$ cat src/rtl/fifo_ctrl_param_if.sv
// Handshake/status bundle for fifo_ctrl_param: producer/consumer side is master, FIFO is slave.
interface fifo_ctrl_param_if #(
  parameter int DATA_W = 8,
  parameter int DEPTH  = 32
);
  localparam int AW = $clog2(DEPTH);

  logic              wr;
  logic [DATA_W-1:0] wr_data;
  logic              rd;
  logic              err_clr;
  logic [DATA_W-1:0] rd_data;
  logic              wr_en;
  logic              rd_en;
  logic [AW:0]       wr_ptr;
  logic [AW:0]       rd_ptr;
  logic [AW:0]       count;
  logic              emp;
  logic              full;
  logic              almost_emp;
  logic              almost_full;
  logic              overflow;
  logic              underflow;

  modport master (
    output wr, wr_data, rd, err_clr,
    input  rd_data, wr_en, rd_en, wr_ptr, rd_ptr, count,
    input  emp, full, almost_emp, almost_full, overflow, underflow
  );

  modport slave (
    input  wr, wr_data, rd, err_clr,
    output rd_data, wr_en, rd_en, wr_ptr, rd_ptr, count,
    output emp, full, almost_emp, almost_full, overflow, underflow
  );
endinterface

$ cat src/rtl/fifo_ctrl_param.sv
// Parametrised single-clock FIFO with storage, occupancy count and sticky error flags.
// Define FIFO_CTRL_PARAM_FWFT_EN for first-word-fall-through reads; default is registered read.
module fifo_ctrl_param #(
  parameter int DATA_W    = 8,
  parameter int DEPTH     = 32,
  parameter int AF_THRESH = DEPTH - 2,
  parameter int AE_THRESH = 2
) (
  input logic               clk,
  input logic               rst,
  fifo_ctrl_param_if.slave  bus
);
  localparam int AW = $clog2(DEPTH);
  localparam logic [AW:0] AF_LVL_C = (AW+1)'(AF_THRESH);
  localparam logic [AW:0] AE_LVL_C = (AW+1)'(AE_THRESH);

  logic [DATA_W-1:0] mem_r [DEPTH];
  logic [AW:0]       wr_ptr_r;
  logic [AW:0]       rd_ptr_r;
  logic              overflow_r;
  logic              underflow_r;
  logic [AW:0]       count_s;
  logic              emp_s;
  logic              full_s;
  logic              wr_en_s;
  logic              rd_en_s;

  // Status is derived purely from registered pointers, so a same-cycle read never frees a slot.
  assign count_s = wr_ptr_r - rd_ptr_r;
  assign emp_s   = (wr_ptr_r == rd_ptr_r);
  assign full_s  = (wr_ptr_r[AW-1:0] == rd_ptr_r[AW-1:0]) & (wr_ptr_r[AW] != rd_ptr_r[AW]);
  assign wr_en_s = bus.wr & ~full_s & ~rst;
  assign rd_en_s = bus.rd & ~emp_s & ~rst;

  assign bus.wr_en       = wr_en_s;
  assign bus.rd_en       = rd_en_s;
  assign bus.wr_ptr      = wr_ptr_r;
  assign bus.rd_ptr      = rd_ptr_r;
  assign bus.count       = count_s;
  assign bus.emp         = emp_s;
  assign bus.full        = full_s;
  assign bus.almost_full = (count_s >= AF_LVL_C);
  assign bus.almost_emp  = (count_s <= AE_LVL_C);
  assign bus.overflow    = overflow_r;
  assign bus.underflow   = underflow_r;

  // Pointer advance; both wrap naturally modulo 2*DEPTH.
  always_ff @(posedge clk) begin
    if (rst) begin
      wr_ptr_r <= '0;
      rd_ptr_r <= '0;
    end else begin
      if (wr_en_s) wr_ptr_r <= wr_ptr_r + {{AW{1'b0}}, 1'b1};
      if (rd_en_s) rd_ptr_r <= rd_ptr_r + {{AW{1'b0}}, 1'b1};
    end
  end

  // Storage write; contents are intentionally not reset.
  always_ff @(posedge clk) begin
    if (wr_en_s) mem_r[wr_ptr_r[AW-1:0]] <= bus.wr_data;
  end

  // Sticky error flags: a new error in the same cycle wins over err_clr.
  always_ff @(posedge clk) begin
    if (rst) begin
      overflow_r  <= 1'b0;
      underflow_r <= 1'b0;
    end else begin
      if (bus.wr & full_s)      overflow_r <= 1'b1;
      else if (bus.err_clr)     overflow_r <= 1'b0;
      else                      overflow_r <= overflow_r;
      if (bus.rd & emp_s)       underflow_r <= 1'b1;
      else if (bus.err_clr)     underflow_r <= 1'b0;
      else                      underflow_r <= underflow_r;
    end
  end

`ifdef FIFO_CTRL_PARAM_FWFT_EN
  // Head word is always presented; rd only acknowledges it.
  assign bus.rd_data = mem_r[rd_ptr_r[AW-1:0]];
`else
  logic [DATA_W-1:0] rd_data_r;

  // Registered read port holds the last popped word until the next accepted read.
  always_ff @(posedge clk) begin
    if (rst)          rd_data_r <= '0;
    else if (rd_en_s) rd_data_r <= mem_r[rd_ptr_r[AW-1:0]];
    else              rd_data_r <= rd_data_r;
  end

  assign bus.rd_data = rd_data_r;
`endif
endmodule

$ cat src/flat_wrapper.sv
// flat-port wrapper written by rule: the top's interface ports become plain ports
module fifo_ctrl_param_flat 
#(
  parameter int DATA_W    = 8,
  parameter int DEPTH     = 32,
  parameter int AF_THRESH = DEPTH - 2,
  parameter int AE_THRESH = 2
)
  (clk, rst, bus_wr, bus_wr_data, bus_rd, bus_err_clr, bus_rd_data, bus_wr_en, bus_rd_en, bus_wr_ptr, bus_rd_ptr, bus_count, bus_emp, bus_full, bus_almost_emp, bus_almost_full, bus_overflow, bus_underflow);
  fifo_ctrl_param_if #(.DATA_W(DATA_W), .DEPTH(DEPTH)) bus_i ();
  input logic clk;
  input logic rst;
  input wire logic [$bits(bus_i.wr)-1:0] bus_wr;
  input wire logic [$bits(bus_i.wr_data)-1:0] bus_wr_data;
  input wire logic [$bits(bus_i.rd)-1:0] bus_rd;
  input wire logic [$bits(bus_i.err_clr)-1:0] bus_err_clr;
  output wire logic [$bits(bus_i.rd_data)-1:0] bus_rd_data;
  output wire logic [$bits(bus_i.wr_en)-1:0] bus_wr_en;
  output wire logic [$bits(bus_i.rd_en)-1:0] bus_rd_en;
  output wire logic [$bits(bus_i.wr_ptr)-1:0] bus_wr_ptr;
  output wire logic [$bits(bus_i.rd_ptr)-1:0] bus_rd_ptr;
  output wire logic [$bits(bus_i.count)-1:0] bus_count;
  output wire logic [$bits(bus_i.emp)-1:0] bus_emp;
  output wire logic [$bits(bus_i.full)-1:0] bus_full;
  output wire logic [$bits(bus_i.almost_emp)-1:0] bus_almost_emp;
  output wire logic [$bits(bus_i.almost_full)-1:0] bus_almost_full;
  output wire logic [$bits(bus_i.overflow)-1:0] bus_overflow;
  output wire logic [$bits(bus_i.underflow)-1:0] bus_underflow;
  assign bus_i.wr = bus_wr;
  assign bus_i.wr_data = bus_wr_data;
  assign bus_i.rd = bus_rd;
  assign bus_i.err_clr = bus_err_clr;
  assign bus_rd_data = bus_i.rd_data;
  assign bus_wr_en = bus_i.wr_en;
  assign bus_rd_en = bus_i.rd_en;
  assign bus_wr_ptr = bus_i.wr_ptr;
  assign bus_rd_ptr = bus_i.rd_ptr;
  assign bus_count = bus_i.count;
  assign bus_emp = bus_i.emp;
  assign bus_full = bus_i.full;
  assign bus_almost_emp = bus_i.almost_emp;
  assign bus_almost_full = bus_i.almost_full;
  assign bus_overflow = bus_i.overflow;
  assign bus_underflow = bus_i.underflow;
  fifo_ctrl_param #(.DATA_W(DATA_W), .DEPTH(DEPTH), .AF_THRESH(AF_THRESH), .AE_THRESH(AE_THRESH)) u_core (.clk(clk), .rst(rst), .bus(bus_i));
endmodule
$ cat config.mk
export PLATFORM = sky130hd
export DESIGN_NAME = fifo_ctrl_param_flat
export DESIGN_NICKNAME = d
export VERILOG_FILES = /design/src/rtl/fifo_ctrl_param_if.sv /design/src/rtl/fifo_ctrl_param.sv /design/src/flat_wrapper.sv
export SDC_FILE = /design/constraint.sdc
export NUM_CORES = 1
export LEC_CHECK = 0
export BUFFER_PORTS_ARGS = -buffer_cell sky130_fd_sc_hd__clkbuf_2
export CAP_MARGIN = 5
export CORE_MARGIN = 8
export CORE_UTILIZATION = 35
export CTS_BUF_LIST = sky130_fd_sc_hd__clkbuf_8 sky130_fd_sc_hd__clkbuf_16
export CTS_CLUSTER_SIZE = 16
export DETAILED_ROUTE_END_ITERATION = 16
export PLACE_DENSITY = 0.56
export SLEW_MARGIN = 30
export SYNTH_ARGS = -nofsm -noshare
export SYNTH_HDL_FRONTEND = slang
export SYNTH_SLANG_ARGS = --single-unit
$ cat constraint.sdc
create_clock -name clk -period 2.7 [get_ports clk]
set_input_delay 0.135 -clock clk [delete_from_list [all_inputs] [get_ports clk]]
set_output_delay 0.135 -clock clk [all_outputs]
set_load 0.05 [all_outputs]
==> results list <==
- Run status: complete, no violations
* Weighted congestion at the end of routability-driven global placement: 0.815
- Buffer cell driving the clock tree root: sky130_fd_sc_hd__clkbuf_16
- Antenna violations before repair: 0
- PD cells: 818 nW/um^2
* Diodes inserted: 0
- In this run the number of H-tree levels came out at 1.
- Buffers added on ports: 46
- Excluding fillers, the count of instances in the completed layout stands at 1,125.
- Clock Skew: 28.1 ps
- After detailed routing, the average wire length per cell comes to 23.3 um.
- Proportion of layout cells with a drive suffix above 1: 33.2%
- For this run, the detailed router's first-pass iteration total came to 4.
- Total chip power: 10.9 mW
- Prior to clock tree synthesis, the placed netlist has a worst setup slack of 170 ps.
- Global routing used 13.7% of the available tracks across all layers.
- Final count of pins violating max slew: 0
- Maximum vdd drop: 0.463 mV
- Post-detail-place hpwl: 16,700 um
- Number of top-level pins: 47
- In this run the core area contains 65 standard-cell rows.
- The tool flagged a number of max-cap violations equal to 0.
- Commonest non-fill, non-tap cell in the layout: sky130_fd_sc_hd__edfxtp_1
* Setup violation total in the final timing report: 0
* Detailed-route wire length: 26,300 um
- The via count of the first global-routing pass was 6,202.
- Commonest non-fill, non-tap cells in the layout: sky130_fd_sc_hd__edfxtp_1, sky130_fd_sc_hd__buf_4, sky130_fd_sc_hd__mux4_2
* Post-synthesis instance area: 11,100 sq um
- The global routing stage identified its most utilized layer as met2.
* Initial Utilization: 35.3%
- Routing usage on met1: 19.2%
* Synthesized netlist net count: 623
- After synthesis, flip-flops and latches occupy 73.5% of the total area.
* Crit path arrival time: 2480 ps
- Die X-Extent: 194 um
- Number of nets in the final layout: 725
- Cell count after synthesis: 599
- Core region area: 31,300 sq um
* Cell Count Post-Placement: 1,068
- The worst setup path is captured at an output pin.
* Final critical-path setup slack: 81.5 ps
* CTS clock-pin slew for the worst setup and hold paths: 70 ps
- Via count of the routed design: 5,897
- Leakage power: 4.40 nW
- Data on the critical path is required at its endpoint by 2570 ps.
- The area growth from synthesis to layout is 20.7%.
- Routed vias/inst: 5.24
- Depth of the worst register-to-register path: 6
- Netlist cell types: 45
- The final-report hold violation count is 0.
* Tightest Hold Check Type: in2reg
* Total of warnings raised by yosys: 0
- After detailed routing, the number of remaining DRC violations is 0.
- The first routing iteration left 490 violations.
- Upper clock frequency limit: 0.382 GHz
* Pin count of the biggest net entering global routing: 52
- Dividing the final minimum period by the clock period gives 97.0%.
- Hold path cells: 3
* Kind of launch point of the worst setup path: flip-flop
- Number of clock sinks: 278
- Post-route antenna net violation count: 0
* Synth Area per Inst: 18.5 sq um
- At the end of the flow the core is filled with cells to 42.7%.
- Slew at the pin closest to its max-slew limit: 832 ps
- Clock buffers created by TritonCTS: 28
* Area of the die: 37,600 sq um
- Met3 Use GR: 2.20%
- Setup repair after global routing could not meet its margin everywhere.
- The clock reaches the later pin of the worst-skew pair after 560 ps.
- Crit path kind: reg2out
- Headroom to the max-slew limit came out at 44.6%.
- Crit Path Max Fanout: 4
- Number of synthesized register bits: 278
- In this run the deepest clock path goes through 3 buffers.
* Minimum clock period: 2620 ps
- Global-route wire length before repair: 39,600 um
* Die height: 194 um
* Number of fill cells in the layout: 2,736
- CTS tree: built
- Met2 GRT Util: 22.2%
* Total congestion overflow after global routing: 0
==> synth_stat cells, drive strengths merged <==
| cell | number | area (sq um) |
|---|---|---|
| a21oi | 19 | 95.1 |
| nand3b | 3 | 22.5 |
| clkbuf | 13 | 48.8 |
| inv | 11 | 41.3 |
| a41o | 1 | 10.0 |
| or3b | 2 | 17.5 |
| nor3 | 4 | 20.0 |
| edfxtp | 256 | 7690 |
| o22ai | 7 | 43.8 |
| or3 | 2 | 12.5 |
| buf | 17 | 118 |
| a221oi | 1 | 8.76 |
| mux2i | 35 | 350 |
| a22o | 14 | 123 |
| mux4 | 48 | 1100 |
| xor2 | 5 | 43.8 |
| nor2b | 3 | 18.8 |
| fa | 1 | 20.0 |
| nand4 | 4 | 25.0 |
| xnor2 | 9 | 78.8 |
| nand3 | 7 | 35.0 |
| o311ai | 1 | 8.76 |
| ha | 10 | 125 |
| dfxtp | 22 | 440 |
| nor3b | 1 | 7.51 |
| o221ai | 8 | 70.1 |
| or4 | 1 | 7.51 |
| a21boi | 1 | 7.51 |
| nand2 | 16 | 62.6 |
| a2111oi | 7 | 105 |
| nor2 | 57 | 219 |
| o21ai | 2 | 10.0 |
| a211o | 1 | 8.76 |
| o211ai | 1 | 7.51 |
| and2 | 1 | 6.26 |
| o31ai | 1 | 7.51 |
| a22oi | 7 | 52.6 |
==> cell type report <==
| class | count | area [sq um] | area share, % |
|---|---|---|---|
| timing repair buffer | 102 | 733 | 5.49 |
| clock buffer | 29 | 714 | 5.35 |
| sequential | 278 | 8140 | 60.9 |
| clock inverter | 23 | 365 | 2.73 |
| multi-input combinational | 280 | 2870 | 21.5 |
| tap | 402 | 503 | 3.76 |
| inverter | 11 | 41.3 | 0.309 |
==> timing repair <==
item	CTS	global route
hold buffers	4	0
setup buffers	0	1
endpoints found under the setup margin	3	4
pin swaps	3	5
hold endpoints to repair	3	0
gates resized for setup	6	7
==> flip-flops by register name, summed over array words and instances, names as in the netlist <==
name / flops
u_core.bus.rd_ptr: 6
u_core.bus.wr_ptr: 6
u_core.bus.underflow: 1
u_core.bus.rd_data: 8
u_core.bus.overflow: 1
u_core.mem_r: 256
==> metrics by stage <==
step	TNS (ps)	cell area [sq um]	hold slack, ps
floorplan	-25200	11200	234
global placement	0	12200	399
finish	0	13400	51.9
global route	-5.28	13400	52.9
CTS	0	13300	27.2
detailed placement	0	12200	427
==> cells by family after synthesis <==
logic type / synth area share [%]
flops: 73.5
buf+inv: 1.88
xor+xnor: 1.11
simple gates: 4.10
mux: 13.1
compound gates: 5.04
fa+ha+maj: 1.31
==> critical path, stage by stage (launching register included) <==
cell,delay (ps)
sky130_fd_sc_hd__dfxtp_1,310
sky130_fd_sc_hd__inv_2,90
sky130_fd_sc_hd__ha_2,190
sky130_fd_sc_hd__inv_1,50
sky130_fd_sc_hd__fa_2,370
sky130_fd_sc_hd__nand2_1,90
sky130_fd_sc_hd__nand2_1,70
sky130_fd_sc_hd__a21oi_2,170
sky130_fd_sc_hd__xnor2_2,190
sky130_fd_sc_hd__a41o_2,270
sky130_fd_sc_hd__buf_12,130
==> path summary, 6_finish.rpt <==
path                         start                     to  slack [ps]
max reg2reg   u_core.bus.rd_ptr[0]  u_core.bus.rd_data[1]         220
min                            rst   u_core.bus.wr_ptr[2]          50
min reg2reg  u_core.bus.rd_data[7]  u_core.bus.rd_data[7]         480
max           u_core.bus.wr_ptr[0]        bus_almost_full          80
==> metal layers <==
layer | vias up | wire, um | share of wire, %
li1 | 2618 | - | -
met1 | 3078 | 12000 | 46
met2 | 164 | 12500 | 48
met3 | 37 | 1370 | 5.2
met4 | 0 | 437 | 1.7
met5 | - | 0 | 0
==> report_power, final <==
group / total, mW / switching [mW] / internal (mW)
sequential: 4.77 / 0.0258 / 4.75
clock: 4.43 / 1.64 / 2.79
combinational: 1.72 / 1.04 / 0.684
total: 10.9 / 2.71 / 8.22
Note: power is estimated with default switching activity, not from simulation.
